==> config.mk <==
export PLATFORM = sky130hd
export DESIGN_NAME = commit_ctrl
export DESIGN_NICKNAME = d
export VERILOG_FILES = /design/src/rtl/commit_ctrl_pkg.sv /design/src/rtl/commit_ctrl.sv
export SDC_FILE = /design/constraint.sdc
export NUM_CORES = 1
export LEC_CHECK = 0
export ABC_AREA = 1
export CAP_MARGIN = 20
export CORE_MARGIN = 10
export CORE_UTILIZATION = 44
export CTS_BUF_LIST = sky130_fd_sc_hd__clkbuf_4 sky130_fd_sc_hd__clkbuf_8
export DETAILED_ROUTE_END_ITERATION = 16
export GPL_TIMING_DRIVEN = 0
export PLACE_DENSITY = 0.91
export SLEW_MARGIN = 10
export SYNTH_ARGS = -nofsm -noshare
export SYNTH_HDL_FRONTEND = slang
export SYNTH_SLANG_ARGS = --single-unit
==> constraint.sdc <==
create_clock -name clk_in -period 2.4 [get_ports clk_in]
set_input_delay 0.36 -clock clk_in [delete_from_list [all_inputs] [get_ports clk_in]]
set_output_delay 0.36 -clock clk_in [all_outputs]
set_load 0.02 [all_outputs]
==> src/rtl/commit_ctrl_pkg.sv <==
`default_nettype none
// ============================================================================
//  Module   : commit_ctrl_pkg
//  Purpose  : Shared encodings for the in-order retirement sequencer:
//             ROB head instruction classes and commit FSM states.
//  Revision : 1.0 - initial release
// ============================================================================
package commit_ctrl_pkg;

    // Instruction class presented at the ROB head
    localparam logic [1:0] TYPE_REG    = 2'd0;  // ALU / load / jal / jalr
    localparam logic [1:0] TYPE_BRANCH = 2'd1;
    localparam logic [1:0] TYPE_STORE  = 2'd2;
    localparam logic [1:0] TYPE_HALT   = 2'd3;

    // Retirement sequencer states
    typedef enum logic [1:0] {
        ST_RUN        = 2'd0,
        ST_STORE_WAIT = 2'd1,
        ST_FLUSH      = 2'd2,
        ST_HALTED     = 2'd3
    } state_t;

endpackage : commit_ctrl_pkg
`default_nettype wire

==> src/rtl/commit_ctrl.sv <==
`default_nettype none
// ============================================================================
//  Module   : commit_ctrl
//  Purpose  : In-order retirement sequencer. Pops completed ROB head entries
//             one at a time, drives the register-file commit port, serialises
//             store retirement against the LSB handshake, raises clear and
//             redirect on mispredicted control flow, and latches a sticky halt.
//  Revision : 1.0 - initial release
// ============================================================================
module commit_ctrl
    import commit_ctrl_pkg::*;
#(
    // Must match the global ROB_WIDTH define used by the ROB.
    parameter int ROB_WIDTH = 3
) (
    input  logic                 clk_in,
    input  logic                 rst_in,
    input  logic                 rdy_in,

    input  logic                 head_valid,
    input  logic [1:0]           head_type,
    input  logic [4:0]           head_rd,
    input  logic [31:0]          head_val,
    input  logic [ROB_WIDTH-1:0] head_rob_id,
    input  logic                 head_mispredict,
    input  logic [31:0]          head_target,
    output logic                 head_pop,

    output logic                 commit_ready,
    output logic [4:0]           commit_reg_id,
    output logic [31:0]          commit_val,
    output logic [ROB_WIDTH-1:0] commit_rob_id,

    output logic                 store_go,
    input  logic                 store_done,

    output logic                 clear,
    output logic                 redirect_valid,
    output logic [31:0]          redirect_pc,

    output logic                 halt,
    output logic [31:0]          retired_cnt
);

    state_t                 r_state;
    state_t                 w_state_nxt;

    logic                   w_pop;
    logic                   w_commit_ready_nxt;
    logic                   w_load_fields;
    logic                   w_store_go_nxt;
    logic                   w_flush_nxt;
    logic                   w_halt_set;

    logic                   r_commit_ready;
    logic [4:0]             r_commit_reg_id;
    logic [31:0]            r_commit_val;
    logic [ROB_WIDTH-1:0]   r_commit_rob_id;
    logic                   r_store_go;
    logic                   r_clear;
    logic                   r_redirect_valid;
    logic [31:0]            r_redirect_pc;
    logic                   r_halt;
    logic [31:0]            r_retired_cnt;

    // Pop decision and next-state / next-pulse decode. In FLUSH the registered
    // clear marks the clear cycle; the cycle after it is the empty bubble.
    always_comb begin
        w_state_nxt        = r_state;
        w_pop              = rdy_in && (r_state == ST_RUN) && head_valid && !rst_in;
        w_commit_ready_nxt = 1'b0;
        w_load_fields      = 1'b0;
        w_store_go_nxt     = 1'b0;
        w_flush_nxt        = 1'b0;
        w_halt_set         = 1'b0;

        case (r_state)
            ST_RUN: begin
                if (w_pop) begin
                    case (head_type)
                        TYPE_REG: begin
                            w_load_fields      = 1'b1;
                            w_commit_ready_nxt = (head_rd != 5'd0);
                            if (head_mispredict) begin
                                w_flush_nxt = 1'b1;
                                w_state_nxt = ST_FLUSH;
                            end
                        end
                        TYPE_BRANCH: begin
                            if (head_mispredict) begin
                                w_flush_nxt = 1'b1;
                                w_state_nxt = ST_FLUSH;
                            end
                        end
                        TYPE_STORE: begin
                            w_store_go_nxt = 1'b1;
                            w_state_nxt    = ST_STORE_WAIT;
                        end
                        default: begin
                            w_halt_set  = 1'b1;
                            w_state_nxt = ST_HALTED;
                        end
                    endcase
                end
            end
            ST_STORE_WAIT: begin
                if (store_done) begin
                    w_state_nxt = ST_RUN;
                end
            end
            ST_FLUSH: begin
                if (!r_clear) begin
                    w_state_nxt = ST_RUN;
                end
            end
            default: begin
                w_state_nxt = ST_HALTED;
            end
        endcase
    end

    // State and output registers; rdy_in low freezes everything, pulses included.
    always_ff @(posedge clk_in) begin
        if (rst_in) begin
            r_state          <= ST_RUN;
            r_commit_ready   <= 1'b0;
            r_commit_reg_id  <= 5'd0;
            r_commit_val     <= 32'd0;
            r_commit_rob_id  <= '0;
            r_store_go       <= 1'b0;
            r_clear          <= 1'b0;
            r_redirect_valid <= 1'b0;
            r_redirect_pc    <= 32'd0;
            r_halt           <= 1'b0;
            r_retired_cnt    <= 32'd0;
        end else if (rdy_in) begin
            r_state          <= w_state_nxt;
            r_commit_ready   <= w_commit_ready_nxt;
            r_store_go       <= w_store_go_nxt;
            r_clear          <= w_flush_nxt;
            r_redirect_valid <= w_flush_nxt;
            r_halt           <= r_halt | w_halt_set;
            r_retired_cnt    <= r_retired_cnt + {31'd0, w_pop};
            if (w_load_fields) begin
                r_commit_reg_id <= head_rd;
                r_commit_val    <= head_val;
                r_commit_rob_id <= head_rob_id;
            end
            if (w_flush_nxt) begin
                r_redirect_pc <= head_target;
            end
        end
    end

    assign head_pop       = w_pop;
    assign commit_ready   = r_commit_ready;
    assign commit_reg_id  = r_commit_reg_id;
    assign commit_val     = r_commit_val;
    assign commit_rob_id  = r_commit_rob_id;
    assign store_go       = r_store_go;
    assign clear          = r_clear;
    assign redirect_valid = r_redirect_valid;
    assign redirect_pc    = r_redirect_pc;
    assign halt           = r_halt;
    assign retired_cnt    = r_retired_cnt;

endmodule : commit_ctrl
`default_nettype wire

# Word-level counts from Yosys, hierarchy flattened
# Cells that the tools add are included.
[word_totals]
reg_bits = 110
latchBits = 0
mem_bits_rw = 0
rom_bits = 0
input_bits = 80
out_inout_bits = 110
n_memories = 0
[op_classes]
add_sub_neg = 1
multipliers = 0
div_mod_pow = 0
order_cmp = 0
n_eq_ne = 8
shift = 0
n_mux = 22
bitwise_logic = 1
n_reduce_logical = 12
[op_table]
columns = ["operator", "count"]
rows = [
  ["$add 32x1->32", 1],
  ["$mux 1", 16],
  ["$mux 2", 4],
  ["$ne 2x2->1 const B", 3],
  ["$pmux 2 s3", 1],
  ["$reduce_and 5->1", 1],
  ["$reduce_bool 5->1", 1],
  ["$eq 2x1->1 const B", 2],
  ["$eq 2x2->1 const B", 2],
  ["$logic_not 2->1", 2],
  ["$pmux 2 s2", 1],
  ["$reduce_and 2->1", 2],
  ["$logic_and 1x1->1", 3],
  ["$ne 3x3->1 const B", 1],
  ["$reduce_or 3->1", 1],
  ["$reduce_or 2->1", 1],
  ["$logic_not 1->1", 1],
  ["$or 1x1->1", 1],
]

# Depth between registers and ports, before layout
[depth]
depth_word = 7
depth_mapped = 15

# Worst setup path before layout
# No wires, ideal clock.
[synth_timing]
path_type = "register -> register"
from = "register r_state[0]"
to = "register r_retired_cnt[26], in the netlist retired_cnt[26]"
setup_ns = 0.115
t_arrival_ns = 2.204
t_required_ns = 2.285
path_slack_ns = 0.081
stages_incl_launch_ff = 15
n_path_buf = 1
cell_sequence = "dfxtp_1 -> inv_1 -> ha_1 -> nand3_2 -> nor2_4 -> buf_2 -> ha_1 -> ha_1 -> inv_1 -> nor2_1 -> nand3_1 -> nor2_2 -> nand3_1 -> nand2_1 -> nor2_1"
[synth_via]
elab_chain_cells = 5
[synth_rtl]
columns = ["element", "line", "source"]
rows = [
  ["start: declaration", "commit_ctrl.sv:45", "state_t r_state;"],
  ["start signal: assignment", "commit_ctrl.sv:137", "r_state <= w_state_nxt;"],
  ["$logic_not 2->1", "commit_ctrl.sv:70", "w_pop = rdy_in && (r_state == ST_RUN) && head_valid && !rst_in;"],
  ["$logic_and 1x1->1 (3 in a row)", "commit_ctrl.sv:70", ""],
  ["named net head_pop", "commit_ctrl.sv:27", "output logic head_pop,"],
  ["$add 32x1->32", "commit_ctrl.sv:143", "r_retired_cnt <= r_retired_cnt + {31'd0, w_pop};"],
  ["end signal: assignment", "commit_ctrl.sv:143", ""],
  ["end: declaration", "commit_ctrl.sv:64", "logic [31:0] r_retired_cnt;"],
]
# The timed path passes the listed nets, and every way through them passes these cells.
# A chain may end at the register's enable or synchronous reset.

# Worst setup path in the final report
[layout_timing]
from = "register r_state[0]"
to = "output head_pop"
[layout_via]
elab_chain_cells = 4
[layout_rtl]
columns = ["element", "line"]
rows = [
  ["$logic_not 2->1", "commit_ctrl.sv:70"],
  ["$logic_and 1x1->1 (3 in a row)", "commit_ctrl.sv:70"],
  ["end: declaration", "commit_ctrl.sv:27"],
]
# Every way passes these cells.

==> results.tsv <==
stage	metric	value	unit
layout	fillers	838	
placement	gp_congestion	0.852	
placement	hpwlAfterDp	12100	um
layout	drive_gt1_share	6.55	%
power_and_ir_drop	p_int	0.00253	W
global_routing	grt_max_degree	20	
layout	fin_util	67.8	%
worst_setup_path	crit_path_start_kind	flop	
power_and_ir_drop	p_leak	2.41	nW
sta	rsz0062_at_grt	no	
global_routing	grt.total_usage	19.6	%
power_and_ir_drop	p_clk_share	33.4	%
clocking	root_buffer	clkbuf_8	
die	initial_core_util	45.0	%
die	die-area	15000	um2
global_routing	grt_pass1_wl	23700	um
layout	multi_input_area	2060	um2
worst_setup_path	crit_fanout	9	
routing	post_drt_via_cell_ratio	5.06	
worst_setup_path	cp_num_buf_inv	4	
sta	layout_min_cycle_time	2210	ps
clocking	cts_tree	built	
power_and_ir_drop	power	0.00342	W
sta	fin_crit_sh	92.2	%
synth	synth_cell_types	27	
routing	routed_wl	15700	um
synth	syn_avg_cell_area	7.31	um2
layout	layout_common_cells	clkdlybuf4s50_1, nand2_1, dfxtp_1, a21oi_1, nor2_1	
routing	drtIter0Drc	403	
clocking	cts_max_level	3	
placement	place_worst_setup_slack	-428	ps
layout	final_common_cell	clkdlybuf4s50_1	
worst_setup_path	max_stage_delay	360	ps
sta	worst_clock_skew	17.7	ps
layout	diodes	0	
sta	fin_ws	188	ps
routing	drtAntennaViolNets	0	
layout	instances_no_fill	976	
sta	slew_headroom	64.2	%
worst_setup_path	path_delay_family	buffers and inverters	
sta	setup_viol	0	
power_and_ir_drop	switching_share	26.1	%
status	outcome	completed	
min_path	hold_class	in -> reg	
routing	dr_total_vias	4937	
power_and_ir_drop	power_density	491	nW/um2
routing	post_drt_wl_per_cell	16.1	um
die	rows	37	
layout	finalNetCount	921	
synth	ys_warn_count	0	
global_routing	grt_pass1_vias	4566	
worst_setup_path	cp_data_arrival_time	1850	ps
synth	synth_nets	719	
worst_setup_path	cp_slowest_cell	dfxtp_1	
clocking	cts_buffer_depth	2	
power_and_ir_drop	seq_power_share	54.6	%
routing	drc	0	
routing	drt_first_pass_iters	5	
layout	syn_to_final_growth	50.4	%
die	die_w	123	um
clocking	clk_latency	380	ps
synth	ys_ff_latch	110	
sta	timing_max_transition_violations_final	0	
clocking	cts_hold_buf	0	
global_routing	overflow	0	
power_and_ir_drop	comb_power_share	12.0	%
placement	dpl-instance-area	6680	um2
die	die_h	123	um
die	coreArea	10300	um2
synth	post_synth_instance_area	4630	um2
sta	tightest_slew	537	ps
flow_run	drv_cap	0	
power_and_ir_drop	ir_drop	429	uV
synth	synthCells	633	
worst_setup_path	cp_data_required_time	2040	ps
global_routing	grt_antenna_before_repair	0	
clocking	cts_buffers	9	
placement	dp.cells	957	
worst_setup_path	crit_path_cell_trace	inv_2, ha_4, nand3_2, nor2_4, buf_6, buf_4, dlygate4sd2_1	
worst_setup_path	critical_path_class	reg -> out	
clocking	clk_pin_slew_worst_paths	110	ps
layout	seqCellArea	2200	um2
clocking	clkSinkCount	110	
sta	fmax	452	MHz
synth	synth_seq_area_share	47.6	%
sta	hold_viol	0	
worst_setup_path	cp-end-kind	output pin	
die	io_pins	190	
placement	port_buffers	188	
power_and_ir_drop	p_switching	0.000894	W
layout	finalInstanceArea	6960	um2
worst_setup_path	r2r_setup_slack	220	ps
## layout make-up
cell class / instances / area share [%]
timing repair buffer: 191 / 27.3
sequential: 110 / 31.6
clock inverter: 5 / 0.701
inverter: 59 / 3.18
buffer: 34 / 2.91
tap: 136 / 2.44
multi-input combinational: 430 / 29.6
clock buffer: 11 / 2.17
## metal layers
layer | track usage [%] | vias to the layer above | wire length (um)
li1 | - | 2467 | -
met1 | 22.8 | 2280 | 6310
met2 | 34.7 | 176 | 7680
met3 | 5.83 | 14 | 1490
met4 | 4.86 | 0 | 204
met5 | 0 | - | 0
## cell families (layout without fill, tap and decap cells)
logic type,count (synthesis),count (layout),synth area share (%)
adders and majority gates,6,6,1.62
DFF,110,110,47.6
AOI/OAI and AO/OA,134,134,14.6
xor gates and xnor gates,2,2,0.378
and+or+nand+nor,288,288,26.8
buffers and inverters,93,300,9.03
## repair_timing
item / in CTS / in global routing
cloned: 0 / 0
gates resized for setup: 6 / 12
endpoints found under the setup margin: 24 / 24
setup buffers: 1 / 2
pin swaps: 2 / 4
## power by group through the flow
stage	Clock [W]	Combinational [W]	Sequential [W]
5_1_grt	0.00122	0.000443	0.00187
3_5_place_dp	0	0.000398	0.00191
3_3_place_gp	0	0.000393	0.00191
6_report	0.00114	0.000410	0.00187
4_1_cts	0.00116	0.000403	0.00187
2_1_floorplan	0	0.000139	0.00194
## metrics by stage
step	TNS, ps	hold slack [ps]
final	0	336
after global routing	0	367
after CTS	0	325
after detailed placement	-7460	436
after global placement	-6260	430
after floorplan	0	458
## flip-flops by register name (all words and copies together) (netlist names)
signal,count
redirect_pc,32
commit_ready,1
commit_reg_id,5
r_state,2
halt,1
redirect_valid,1
commit_val,32
commit_rob_id,3
store_go,1
retired_cnt,32
## synth_stat cells, drive strengths merged
| master | n | share of area (%) |
|---|---|---|
| or2 | 1 | 0.14 |
| nand3 | 68 | 7.6 |
| nor3b | 1 | 0.16 |
| buf | 20 | 3.1 |
| dfxtp | 110 | 48 |
| nand4 | 5 | 0.68 |
| nand2 | 126 | 10 |
| xor2 | 1 | 0.19 |
| o21ai | 38 | 4.1 |
| ha | 6 | 1.6 |
| o21a | 2 | 0.32 |
| xnor2 | 1 | 0.19 |
| a21oi | 92 | 9.9 |
| a31oi | 2 | 0.27 |
| nor3 | 9 | 0.97 |
| and3 | 1 | 0.14 |
| inv | 59 | 4.8 |
| nor2 | 77 | 6.9 |
| clkbuf | 14 | 1.1 |
## worst min-delay path, stage by stage
cell     delay, ps
buf_4          150
a21oi_1         80
nor2_1          90
## path summary, 6_finish.rpt
path | start | to | cells past startpoint
worst max register to register | r_state[0] | retired_cnt[8] | 14
worst min register to register | redirect_pc[29] | redirect_pc[29] | 2
worst min-delay path | rdy_in | retired_cnt[2] | 3
worst max-delay path | r_state[0] | head_pop | 7
(Power assumes the default switching activity.)
